File: config.mk
export PLATFORM = sky130hd
export DESIGN_NAME = qspi_icap_ctrl_flat
export DESIGN_NICKNAME = d
export VERILOG_FILES = /design/src/rtl/qspi_icap_ctrl_if.sv /design/src/rtl/qspi_icap_ctrl.sv /design/src/flat_wrapper.sv
export SDC_FILE = /design/constraint.sdc
export NUM_CORES = 1
export LEC_CHECK = 0
export ABC_AREA = 1
export CAP_MARGIN = 20
export CORE_ASPECT_RATIO = 0.75
export CORE_MARGIN = 2
export CORE_UTILIZATION = 53
export DETAILED_ROUTE_END_ITERATION = 8
export GPL_ROUTABILITY_DRIVEN = 0
export PLACE_DENSITY = 0.76
export SYNTH_ARGS = -nofsm -noshare
export SYNTH_HDL_FRONTEND = slang
export SYNTH_SLANG_ARGS = --single-unit
File: constraint.sdc
create_clock -name axi_aclk -period 2.9 [get_ports axi_aclk]
set_clock_uncertainty 0.05 [all_clocks]
set_input_delay 0.29 -clock axi_aclk [delete_from_list [all_inputs] [get_ports axi_aclk]]
set_output_delay 0.29 -clock axi_aclk [all_outputs]
set_load 0.01 [all_outputs]
File: src/rtl/qspi_icap_ctrl_if.sv
// Register-strobe bus between the AXI-Lite register adapter and qspi_icap_ctrl.
// Strobe protocol: reg_wr_en/reg_rd_en are one-cycle strobes that are always accepted; reg_rd_ack pulses one cycle after reg_rd_en with reg_rd_data valid in that same cycle.
interface qspi_icap_ctrl_if #(
    parameter int ADDR_WIDTH = 8
) ();
    logic [ADDR_WIDTH-1:0] reg_wr_addr;
    logic [31:0]           reg_wr_data;
    logic [3:0]            reg_wr_strb;
    logic                  reg_wr_en;
    logic [ADDR_WIDTH-1:0] reg_rd_addr;
    logic                  reg_rd_en;
    logic [31:0]           reg_rd_data;
    logic                  reg_rd_ack;

    modport master (
        output reg_wr_addr, reg_wr_data, reg_wr_strb, reg_wr_en,
        output reg_rd_addr, reg_rd_en,
        input  reg_rd_data, reg_rd_ack
    );

    modport slave (
        input  reg_wr_addr, reg_wr_data, reg_wr_strb, reg_wr_en,
        input  reg_rd_addr, reg_rd_en,
        output reg_rd_data, reg_rd_ack
    );
endinterface

File: src/rtl/qspi_icap_ctrl.sv
// Byte-oriented QSPI shift engine with TX/RX FIFOs and x1/x2/x4 lanes, plus an
// ICAPE3 reboot sequencer with a programmable warm-boot address.
module qspi_icap_ctrl #(
    parameter int          ADDR_WIDTH     = 8,
    parameter int          FIFO_DEPTH     = 16,
    parameter int          DIV_WIDTH      = 8,
    parameter logic [31:0] WBSTAR_DEFAULT = 32'h0100_0000,
    parameter logic [31:0] BOOT_KEY       = 32'hFEE1_DEAD
) (
    input  logic                   axi_aclk,
    input  logic                   axi_aresetn,
    qspi_icap_ctrl_if.slave        reg_bus,
    output logic                   qspi_clk,
    output logic                   qspi_cs_n,
    output logic [3:0]             qspi_dq_o,
    output logic [3:0]             qspi_dq_oe,
    input  logic [3:0]             qspi_dq_i,
    input  logic                   icap_avail,
    output logic                   icap_csib,
    output logic                   icap_rdwrb,
    output logic [31:0]            icap_di,
    output logic                   irq,
    output logic [1:0]             eng_state,
    output logic [1:0]             icap_state
);

    localparam int AW = $clog2(FIFO_DEPTH);
    localparam logic [AW:0] DEPTH_L = (AW + 1)'(FIFO_DEPTH);
    localparam int WW = ADDR_WIDTH - 2;
    localparam logic [WW-1:0] W_CTRL   = WW'(0);
    localparam logic [WW-1:0] W_STATUS = WW'(1);
    localparam logic [WW-1:0] W_TXDATA = WW'(2);
    localparam logic [WW-1:0] W_RXDATA = WW'(3);
    localparam logic [WW-1:0] W_WBSTAR = WW'(4);
    localparam logic [WW-1:0] W_REBOOT = WW'(5);
    localparam logic [31:0] CTRL_MASK =
        32'h0000_001F | (((32'd1 << DIV_WIDTH) - 32'd1) << 8);

    typedef enum logic [1:0] {E_IDLE, E_LOAD, E_LOW, E_HIGH} eng_t;
    typedef enum logic [1:0] {I_IDLE, I_WAIT, I_SEND} icap_t;

    // Beat helpers; mode 0 = x1, 1 = x2, 2 = x4.
    function automatic logic [3:0] beat_of(input logic [7:0] sh, input logic [1:0] mode);
        case (mode)
            2'd0:    beat_of = {3'b000, sh[7]};
            2'd1:    beat_of = {2'b00, sh[7:6]};
            default: beat_of = sh[7:4];
        endcase
    endfunction

    function automatic logic [7:0] shift_out(input logic [7:0] sh, input logic [1:0] mode);
        case (mode)
            2'd0:    shift_out = {sh[6:0], 1'b0};
            2'd1:    shift_out = {sh[5:0], 2'b00};
            default: shift_out = {sh[3:0], 4'h0};
        endcase
    endfunction

    // In x1 mode the flash answers on DQ1; wider modes read back on the driven lanes.
    function automatic logic [7:0] sample_in(input logic [7:0] rsh, input logic [3:0] dqi,
                                             input logic [1:0] mode);
        case (mode)
            2'd0:    sample_in = {rsh[6:0], dqi[1]};
            2'd1:    sample_in = {rsh[5:0], dqi[1:0]};
            default: sample_in = {rsh[3:0], dqi};
        endcase
    endfunction

    function automatic logic [3:0] lane_mask(input logic [1:0] mode);
        case (mode)
            2'd0:    lane_mask = 4'b0001;
            2'd1:    lane_mask = 4'b0011;
            default: lane_mask = 4'b1111;
        endcase
    endfunction

    function automatic logic [31:0] icap_word(input logic [3:0] idx, input logic [31:0] wb);
        case (idx)
            4'd0:    icap_word = 32'hFFFF_FFFF;
            4'd1:    icap_word = 32'hAA99_5566;
            4'd2:    icap_word = 32'h2000_0000;
            4'd3:    icap_word = 32'h3002_0001;
            4'd4:    icap_word = wb;
            4'd5:    icap_word = 32'h3000_8001;
            4'd6:    icap_word = 32'h0000_000F;
            4'd7:    icap_word = 32'h2000_0000;
            4'd8:    icap_word = 32'h2000_0000;
            default: icap_word = 32'hFFFF_FFFF;
        endcase
    endfunction

    // ICAPE3 expects each byte with its bit order swapped.
    function automatic logic [31:0] byte_bitrev(input logic [31:0] w);
        for (int b = 0; b < 4; b++) begin
            for (int k = 0; k < 8; k++) begin
                byte_bitrev[8*b+k] = w[8*b+7-k];
            end
        end
    endfunction

    // Register decode
    logic [WW-1:0] wr_word, rd_word;
    logic          wr_ctrl, wr_status, wr_txdata, wr_wbstar, wr_reboot;
    logic          rd_rxdata;

    assign wr_word   = reg_bus.reg_wr_addr[ADDR_WIDTH-1:2];
    assign rd_word   = reg_bus.reg_rd_addr[ADDR_WIDTH-1:2];
    assign wr_ctrl   = reg_bus.reg_wr_en && (wr_word == W_CTRL);
    assign wr_status = reg_bus.reg_wr_en && (wr_word == W_STATUS);
    assign wr_txdata = reg_bus.reg_wr_en && (wr_word == W_TXDATA);
    assign wr_wbstar = reg_bus.reg_wr_en && (wr_word == W_WBSTAR);
    assign wr_reboot = reg_bus.reg_wr_en && (wr_word == W_REBOOT);
    assign rd_rxdata = reg_bus.reg_rd_en && (rd_word == W_RXDATA);

    logic unused_bits;
    assign unused_bits = ^{reg_bus.reg_wr_addr[1:0], reg_bus.reg_rd_addr[1:0]};

    logic [31:0]          ctrl_q, wbstar_q;
    logic                 en, ie;
    logic [1:0]           mode_sel;
    logic [DIV_WIDTH-1:0] div;

    assign en       = ctrl_q[0];
    assign ie       = ctrl_q[4];
    assign div      = ctrl_q[8 +: DIV_WIDTH];
    assign mode_sel = ctrl_q[3] ? 2'd2 : (ctrl_q[2] ? 2'd1 : 2'd0);
    assign qspi_cs_n = ~ctrl_q[1];

    always_ff @(posedge axi_aclk or negedge axi_aresetn) begin
        if (!axi_aresetn) begin
            ctrl_q   <= '0;
            wbstar_q <= WBSTAR_DEFAULT;
        end else begin
            for (int i = 0; i < 4; i++) begin
                if (wr_ctrl && reg_bus.reg_wr_strb[i])
                    ctrl_q[8*i +: 8] <= reg_bus.reg_wr_data[8*i +: 8] & CTRL_MASK[8*i +: 8];
                if (wr_wbstar && reg_bus.reg_wr_strb[i])
                    wbstar_q[8*i +: 8] <= reg_bus.reg_wr_data[8*i +: 8];
            end
        end
    end

    // FIFOs: pointers carry one extra wrap bit so full and empty are distinct.
    logic [9:0] tx_mem [FIFO_DEPTH];
    logic [7:0] rx_mem [FIFO_DEPTH];
    logic [AW:0] tx_wp, tx_rp, rx_wp, rx_rp, tx_level, rx_level;
    logic tx_full, tx_empty, rx_full, rx_empty;
    logic tx_pop, tx_push, rx_pop, rx_push, rx_push_req;

    assign tx_level = tx_wp - tx_rp;
    assign rx_level = rx_wp - rx_rp;
    assign tx_empty = (tx_level == '0);
    assign rx_empty = (rx_level == '0);
    assign tx_full  = (tx_level == DEPTH_L);
    assign rx_full  = (rx_level == DEPTH_L);
    assign rx_pop   = rd_rxdata && !rx_empty;
    assign tx_push  = wr_txdata && (!tx_full || tx_pop);
    assign rx_push  = rx_push_req && (!rx_full || rx_pop);

    logic [7:0] rx_sh;

    always_ff @(posedge axi_aclk) begin
        if (tx_push) tx_mem[tx_wp[AW-1:0]] <= reg_bus.reg_wr_data[9:0];
        if (rx_push) rx_mem[rx_wp[AW-1:0]] <= rx_sh;
    end

    logic ovf_q, ovf_set, ovf_clr;
    assign ovf_set = (wr_txdata && tx_full && !tx_pop) || (rx_push_req && rx_full && !rx_pop);
    assign ovf_clr = wr_status && reg_bus.reg_wr_strb[0] && reg_bus.reg_wr_data[5];

    always_ff @(posedge axi_aclk or negedge axi_aresetn) begin
        if (!axi_aresetn) begin
            tx_wp <= '0;
            tx_rp <= '0;
            rx_wp <= '0;
            rx_rp <= '0;
            ovf_q <= 1'b0;
        end else begin
            if (tx_push) tx_wp <= tx_wp + 1'b1;
            if (tx_pop)  tx_rp <= tx_rp + 1'b1;
            if (rx_push) rx_wp <= rx_wp + 1'b1;
            if (rx_pop)  rx_rp <= rx_rp + 1'b1;
            ovf_q <= ovf_set || (ovf_q && !ovf_clr);
        end
    end

    // Shift engine
    eng_t                 eng_q, eng_d;
    logic [DIV_WIDTH-1:0] cnt, cur_div;
    logic [3:0]           beats;
    logic [7:0]           tx_sh;
    logic [1:0]           cur_mode;
    logic                 cur_dir, cur_cap, busy, phase_done, last_beat;

    assign phase_done = (cnt == '0);
    assign last_beat  = (beats == 4'd1);

    always_ff @(posedge axi_aclk or negedge axi_aresetn) begin
        if (!axi_aresetn) eng_q <= E_IDLE;
        else              eng_q <= eng_d;
    end

    always_comb begin
        eng_d = eng_q;
        case (eng_q)
            E_IDLE:  if (tx_pop) eng_d = E_LOAD;
            E_LOAD:  eng_d = E_LOW;
            E_LOW:   if (phase_done) eng_d = E_HIGH;
            E_HIGH:  if (phase_done) eng_d = last_beat ? E_IDLE : E_LOW;
            default: eng_d = E_IDLE;
        endcase
    end

    always_comb begin
        tx_pop      = (eng_q == E_IDLE) && en && !tx_empty;
        busy        = (eng_q != E_IDLE) || tx_pop;
        qspi_clk    = (eng_q == E_HIGH);
        rx_push_req = (eng_q == E_HIGH) && phase_done && last_beat && cur_cap;
    end

    // Datapath; dq_o/dq_oe only change inside a byte so they hold between bytes.
    always_ff @(posedge axi_aclk or negedge axi_aresetn) begin
        if (!axi_aresetn) begin
            cnt        <= '0;
            cur_div    <= '0;
            beats      <= '0;
            tx_sh      <= '0;
            rx_sh      <= '0;
            cur_mode   <= '0;
            cur_dir    <= 1'b0;
            cur_cap    <= 1'b0;
            qspi_dq_o  <= '0;
            qspi_dq_oe <= '0;
        end else begin
            case (eng_q)
                E_IDLE: begin
                    if (tx_pop) begin
                        {cur_dir, cur_cap, tx_sh} <= tx_mem[tx_rp[AW-1:0]];
                        cur_mode <= mode_sel;
                        cur_div  <= div;
                    end
                end
                E_LOAD: begin
                    beats      <= (cur_mode == 2'd0) ? 4'd8 : ((cur_mode == 2'd1) ? 4'd4 : 4'd2);
                    qspi_dq_oe <= cur_dir ? 4'b0000 : lane_mask(cur_mode);
                    qspi_dq_o  <= beat_of(tx_sh, cur_mode);
                    tx_sh      <= shift_out(tx_sh, cur_mode);
                    rx_sh      <= '0;
                    cnt        <= cur_div;
                end
                E_LOW: begin
                    if (phase_done) begin
                        cnt   <= cur_div;
                        rx_sh <= sample_in(rx_sh, qspi_dq_i, cur_mode);
                    end else begin
                        cnt <= cnt - 1'b1;
                    end
                end
                E_HIGH: begin
                    if (phase_done) begin
                        cnt   <= cur_div;
                        beats <= beats - 1'b1;
                        if (!last_beat) begin
                            qspi_dq_o <= beat_of(tx_sh, cur_mode);
                            tx_sh     <= shift_out(tx_sh, cur_mode);
                        end
                    end else begin
                        cnt <= cnt - 1'b1;
                    end
                end
                default: ;
            endcase
        end
    end

    // ICAP sequencer; word 0 goes out combinationally in the cycle AVAIL is seen.
    icap_t       icap_q, icap_d;
    logic [3:0]  icap_idx;
    logic [31:0] wb_lat;
    logic        icap_trig, icap_active;

    assign icap_trig = wr_reboot && (reg_bus.reg_wr_data == BOOT_KEY) &&
                       (reg_bus.reg_wr_strb == 4'hF) && (icap_q == I_IDLE);

    always_ff @(posedge axi_aclk or negedge axi_aresetn) begin
        if (!axi_aresetn) icap_q <= I_IDLE;
        else              icap_q <= icap_d;
    end

    always_comb begin
        icap_d = icap_q;
        case (icap_q)
            I_IDLE:  if (icap_trig) icap_d = I_WAIT;
            I_WAIT:  if (icap_avail) icap_d = I_SEND;
            I_SEND:  if (icap_idx == 4'd8) icap_d = I_IDLE;
            default: icap_d = I_IDLE;
        endcase
    end

    always_comb begin
        icap_active = (icap_q == I_SEND) || ((icap_q == I_WAIT) && icap_avail);
        icap_csib   = !icap_active;
        icap_rdwrb  = 1'b0;
        icap_di     = 32'hFFFF_FFFF;
        if (icap_q == I_SEND) icap_di = byte_bitrev(icap_word(icap_idx, wb_lat));
    end

    always_ff @(posedge axi_aclk or negedge axi_aresetn) begin
        if (!axi_aresetn) begin
            icap_idx <= '0;
            wb_lat   <= '0;
        end else begin
            if (icap_trig) wb_lat <= wbstar_q;
            case (icap_q)
                I_WAIT:  icap_idx <= 4'd1;
                I_SEND:  icap_idx <= icap_idx + 1'b1;
                default: icap_idx <= '0;
            endcase
        end
    end

    // Read path
    logic [31:0] rd_mux;

    always_comb begin
        rd_mux = '0;
        case (rd_word)
            W_CTRL:   rd_mux = ctrl_q;
            W_STATUS: rd_mux = {8'h00, 8'(rx_level), 8'(tx_level), 2'b00, ovf_q,
                                rx_empty, rx_full, tx_empty, tx_full, busy};
            W_RXDATA: rd_mux = rx_empty ? 32'h0 : {1'b1, 23'h0, rx_mem[rx_rp[AW-1:0]]};
            W_WBSTAR: rd_mux = wbstar_q;
            default:  rd_mux = '0;
        endcase
    end

    always_ff @(posedge axi_aclk or negedge axi_aresetn) begin
        if (!axi_aresetn) begin
            reg_bus.reg_rd_data <= '0;
            reg_bus.reg_rd_ack  <= 1'b0;
        end else begin
            reg_bus.reg_rd_ack <= reg_bus.reg_rd_en;
            if (reg_bus.reg_rd_en) reg_bus.reg_rd_data <= rd_mux;
        end
    end

    assign irq        = ie && tx_empty && !busy;
    assign eng_state  = eng_q;
    assign icap_state = icap_q;

endmodule
File: src/flat_wrapper.sv
// flat-port wrapper written by rule: the top's interface ports become plain ports
module qspi_icap_ctrl_flat 
#(
    parameter int          ADDR_WIDTH     = 8,
    parameter int          FIFO_DEPTH     = 16,
    parameter int          DIV_WIDTH      = 8,
    parameter logic [31:0] WBSTAR_DEFAULT = 32'h0100_0000,
    parameter logic [31:0] BOOT_KEY       = 32'hFEE1_DEAD
)
  (axi_aclk, axi_aresetn, qspi_clk, qspi_cs_n, qspi_dq_o, qspi_dq_oe, qspi_dq_i, icap_avail, icap_csib, icap_rdwrb, icap_di, irq, eng_state, icap_state, reg_bus_reg_wr_addr, reg_bus_reg_wr_data, reg_bus_reg_wr_strb, reg_bus_reg_wr_en, reg_bus_reg_rd_addr, reg_bus_reg_rd_en, reg_bus_reg_rd_data, reg_bus_reg_rd_ack);
  qspi_icap_ctrl_if #(.ADDR_WIDTH(ADDR_WIDTH)) reg_bus_i ();
  input  logic axi_aclk;
  input  logic axi_aresetn;
  output logic qspi_clk;
  output logic qspi_cs_n;
  output logic [3:0] qspi_dq_o;
  output logic [3:0] qspi_dq_oe;
  input  logic [3:0] qspi_dq_i;
  input  logic icap_avail;
  output logic icap_csib;
  output logic icap_rdwrb;
  output logic [31:0] icap_di;
  output logic irq;
  output logic [1:0] eng_state;
  output logic [1:0] icap_state;
  input wire logic [$bits(reg_bus_i.reg_wr_addr)-1:0] reg_bus_reg_wr_addr;
  input wire logic [$bits(reg_bus_i.reg_wr_data)-1:0] reg_bus_reg_wr_data;
  input wire logic [$bits(reg_bus_i.reg_wr_strb)-1:0] reg_bus_reg_wr_strb;
  input wire logic [$bits(reg_bus_i.reg_wr_en)-1:0] reg_bus_reg_wr_en;
  input wire logic [$bits(reg_bus_i.reg_rd_addr)-1:0] reg_bus_reg_rd_addr;
  input wire logic [$bits(reg_bus_i.reg_rd_en)-1:0] reg_bus_reg_rd_en;
  output wire logic [$bits(reg_bus_i.reg_rd_data)-1:0] reg_bus_reg_rd_data;
  output wire logic [$bits(reg_bus_i.reg_rd_ack)-1:0] reg_bus_reg_rd_ack;
  assign reg_bus_i.reg_wr_addr = reg_bus_reg_wr_addr;
  assign reg_bus_i.reg_wr_data = reg_bus_reg_wr_data;
  assign reg_bus_i.reg_wr_strb = reg_bus_reg_wr_strb;
  assign reg_bus_i.reg_wr_en = reg_bus_reg_wr_en;
  assign reg_bus_i.reg_rd_addr = reg_bus_reg_rd_addr;
  assign reg_bus_i.reg_rd_en = reg_bus_reg_rd_en;
  assign reg_bus_reg_rd_data = reg_bus_i.reg_rd_data;
  assign reg_bus_reg_rd_ack = reg_bus_i.reg_rd_ack;
  qspi_icap_ctrl #(.ADDR_WIDTH(ADDR_WIDTH), .FIFO_DEPTH(FIFO_DEPTH), .DIV_WIDTH(DIV_WIDTH), .WBSTAR_DEFAULT(WBSTAR_DEFAULT), .BOOT_KEY(BOOT_KEY)) u_core (.axi_aclk(axi_aclk), .axi_aresetn(axi_aresetn), .reg_bus(reg_bus_i), .qspi_clk(qspi_clk), .qspi_cs_n(qspi_cs_n), .qspi_dq_o(qspi_dq_o), .qspi_dq_oe(qspi_dq_oe), .qspi_dq_i(qspi_dq_i), .icap_avail(icap_avail), .icap_csib(icap_csib), .icap_rdwrb(icap_rdwrb), .icap_di(icap_di), .irq(irq), .eng_state(eng_state), .icap_state(icap_state));
endmodule
==> results of run 1 <==
-- report_power, final --
part	internal (mW)	total (mW)	switching [mW]
clock network	3.42	5.93	2.51
registers	7.68	8.14	0.459
logic	0.826	2.28	1.46
total	11.9	16.4	4.42
-- how the worst max path moves through the flow --
stage	from	end	cells past startpoint
after floorplan	u_core.rx_rp[1]	u_core.rx_mem[12][0]	12
after global placement	u_core.rx_wp[0]	u_core.rx_mem[11][4]	11
after detailed placement	u_core.rx_wp[0]	u_core.rx_mem[7][0]	11
after CTS	u_core.tx_wp[0]	irq	9
after global routing	u_core.tx_wp[0]	u_core.tx_mem[4][3]	14
final	u_core.tx_wp[0]	u_core.tx_mem[4][4]	14
-- flip-flops by register name (all words and copies together), names as in the netlist, 3 cells and up --
| register | flops |
|---|---|
| u_core.cur_div | 8 |
| u_core.tx_rp | 5 |
| u_core.tx_sh | 8 |
| u_core.reg_bus.reg_rd_data | 32 |
| u_core.rx_sh | 8 |
| u_core.beats | 4 |
| u_core.cnt | 8 |
| u_core.rx_rp | 5 |
| u_core.wb_lat | 32 |
| u_core.ctrl_q | 13 |
| u_core.qspi_dq_oe | 3 |
| u_core.tx_mem | 160 |
| u_core.tx_wp | 5 |
| u_core.rx_wp | 5 |
| u_core.rx_mem | 128 |
| u_core.qspi_dq_o | 4 |
| u_core.icap_idx | 4 |
| u_core.wbstar_q | 32 |
-- timing repair --
item | 4_1_cts | 5_1_grt
hold buffers | 1 | 0
cloned | 0 | 0
pin swaps | 1 | 7
endpoints found under the setup margin | 138 | 299
resized for setup | 47 | 33
endpoints found under the hold margin | 74 | 0
setup buffers | 4 | 12
-- worst max-delay path, stage by stage, from the launching register on --
cell and delay (ns):
dfrtp_1 0.40, inv_2 0.09, ha_1 0.13, inv_1 0.05
fa_1 0.40, nand3_1 0.11, nand2_1 0.07, nand2_1 0.06
nand2_1 0.13, nand3_2 0.15, nand2_2 0.09, a21oi_4 0.22
nand2_1 0.18, nor2_1 0.17, buf_4 0.22
-- cells by family (layout without fill, tap and decap cells) --
logic type | after synthesis | count (layout)
AND/OR/NAND/NOR | 964 | 964
AO/OA/AOI/OAI | 343 | 343
multiplexers | 3 | 3
other | 1 | 1
adder cells (fa/ha/maj) | 32 | 32
XOR/XNOR | 22 | 22
buffers and inverters | 245 | 479
flip-flops | 474 | 474
-- layout make-up --
class / instances / area, µm²
fill: 2915 / 13600
timing repair buffer: 242 / 2200
clock buffer: 63 / 1260
multi-input combinational: 1365 / 6660
tap: 512 / 641
clock inverter: 21 / 221
sequential: 474 / 13300
inverter: 153 / 577
-- per-layer routing --
layer	vias to the layer above	GRT usage
li1	7439	-
met5	-	0
met1	7768	0.395
met3	112	0.0396
met2	778	0.398
met4	0	0.0794
-- cells in the final DEF (no fill, tap or decap), types with 28 or more instances in the layout --
| master | n |
|---|---|
| o21ai_0 | 159 |
| nand3_1 | 147 |
| a21oi_1 | 34 |
| dfrtp_1 | 183 |
| clkdlybuf4s50_1 | 103 |
| nand2_1 | 574 |
| o22ai_1 | 34 |
| inv_1 | 130 |
| edfxtp_1 | 288 |
| ha_1 | 28 |
| o21ai_1 | 48 |
| buf_4 | 97 |
| nor2_1 | 192 |
| clkbuf_16 | 46 |
-- per-stage QoR --
stage                     setup slack [ns]  hold WS (ns)  area [µm²]  TNS (ns)
after floorplan                    -0.0788       -0.0556       20800     -8.06
after global placement              -0.155         0.299       23200     -3.42
after detailed placement            -0.226         0.313       23200     -6.72
after CTS                           0.0145         0.277       24700         0
after global routing               -0.0759         0.299       24900     -2.47
final                               0.0524         0.274       24900         0
==> results.json, run 1 <==
{
  "drive_gt1_frac": 0.102,
  "totalWireLength_um": 53700,
  "synth-main-ff-cell": "edfxtp_1",
  "cts_tree": "built",
  "core_um2": 38500,
  "synth_common_cells": "nand2_1, edfxtp_1, nor2_1, dfrtp_1, o21ai_0",
  "grt_max_degree": 89,
  "firstDrtPassIters": 6,
  "cts-root-buf": "clkbuf_16",
  "wirelength_met1_um": 23100,
  "setup_viol_count_final": 0,
  "via_per_inst": 5.69,
  "num_rows": 62,
  "antenna_cells": 0,
  "wl_met2_um": 24200,
  "synth_fa_ha_area_frac": 0.0200,
  "gr-usage-all-layers": 0.263,
  "worstMarginPinSlew_ns": 0.866,
  "drt_iter0_drc": 1879,
  "synth-compound-area-share": 0.0936,
  "timing.rr.end": "u_core.tx_mem[4][4]",
  "synth.area.top_cells": "edfxtp_1, dfrtp_1, nand2_1",
  "fin_crit_ns": 2.85,
  "synth_xor_area_frac": 0.00926,
  "path_clk_slew_ns": 0.06,
  "critPathMaxFanout": 10,
  "hpwl_um": 35500,
  "drv_slew": 0,
  "relSlewSlack": 0.423,
  "synthSimpleGateAreaFrac": 0.190,
  "grt_overflow": 0,
  "ys_types": 50,
  "num-nets-final": 2375,
  "cts_max_path_buffers": 3,
  "fin_crit_sh": 0.982,
  "wl_per_cell_um": 19.0,
  "required_ns": 3.09,
  "grt_pass1_vias": 15100,
  "grt_antenna_before_repair": 0,
  "die_y_um": 176,
  "cts_sinks": 474,
  "cp.arrival_ns": 3.04,
  "cp-end-kind": "register",
  "max_freq_mhz": 351,
  "syn-cell-area_um2": 20800,
  "ys_ff_latch": 474,
  "avgSynthCellArea_um2": 9.99,
  "maxCapViolations": 0,
  "synthesis.nets": 2177,
  "finalPower_mw": 16.4,
  "met3_length_um": 4880,
  "synth_edf_count": 288,
  "pin_count": 143,
  "start_kind": "register",
  "vias": 16100,
  "die-area_um2": 40900,
  "hold_viol_final": 0,
  "syn_inst": 2084,
  "rr_startpoint": "u_core.tx_wp[0]",
  "postSynth.asyncResetShare": 0.392,
  "top_layer": "met4",
  "drc_errors": 0,
  "reg2reg_depth": 14,
  "place_inst": 2729,
  "yosys.area.top_type": "edfxtp_1",
  "rsz0062_at_grt": "true",
  "p_per_area_nw_per_um2": 657,
  "rrSetupSlack_ns": 0.05,
  "synth.top_cell.area_share": 0.415,
  "numCtsBuffers": 46,
  "hold_class": "in2async",
  "clk_latency_ns": 0.56,
  "seq_area_frac_synth": 0.639,
  "area_growth_pct": 19.5,
  "worst-setup-path-type": "reg2reg",
  "utilization": 0.646,
  "die_width_um": 233,
  "grt_pass1_wl_um": 83400,
  "cts_max_level": 2,
  "irDropWorstVdd_v": 0.000628,
  "start_util": 0.541,
  "final_antenna_net_count": 0,
  "final_cell_count_no_fill": 2830,
  "leakage_nw": 10.1,
  "status": "complete, no violations",
  "ys_warn_count": 0,
  "synth.most_common_cell": "nand2_1",
  "portBuffers": 137,
  "synth_top_family_by_area": "simple AND/OR/NAND/NOR gates",
  "synthMuxAreaShare": 0.00162
}
Note: power is estimated with default switching activity, not from simulation.
==> inputs of run 2 (changes only) <==
--- a/config.mk
+++ b/config.mk
@@ -6,7 +6,6 @@
 export NUM_CORES = 1
 export LEC_CHECK = 0
 export ABC_AREA = 1
-export CAP_MARGIN = 20
 export CORE_ASPECT_RATIO = 0.75
 export CORE_MARGIN = 2
 export CORE_UTILIZATION = 53
==> results of run 2 <==
No change in the layout: final DEF, timing and power equal those of run 1.
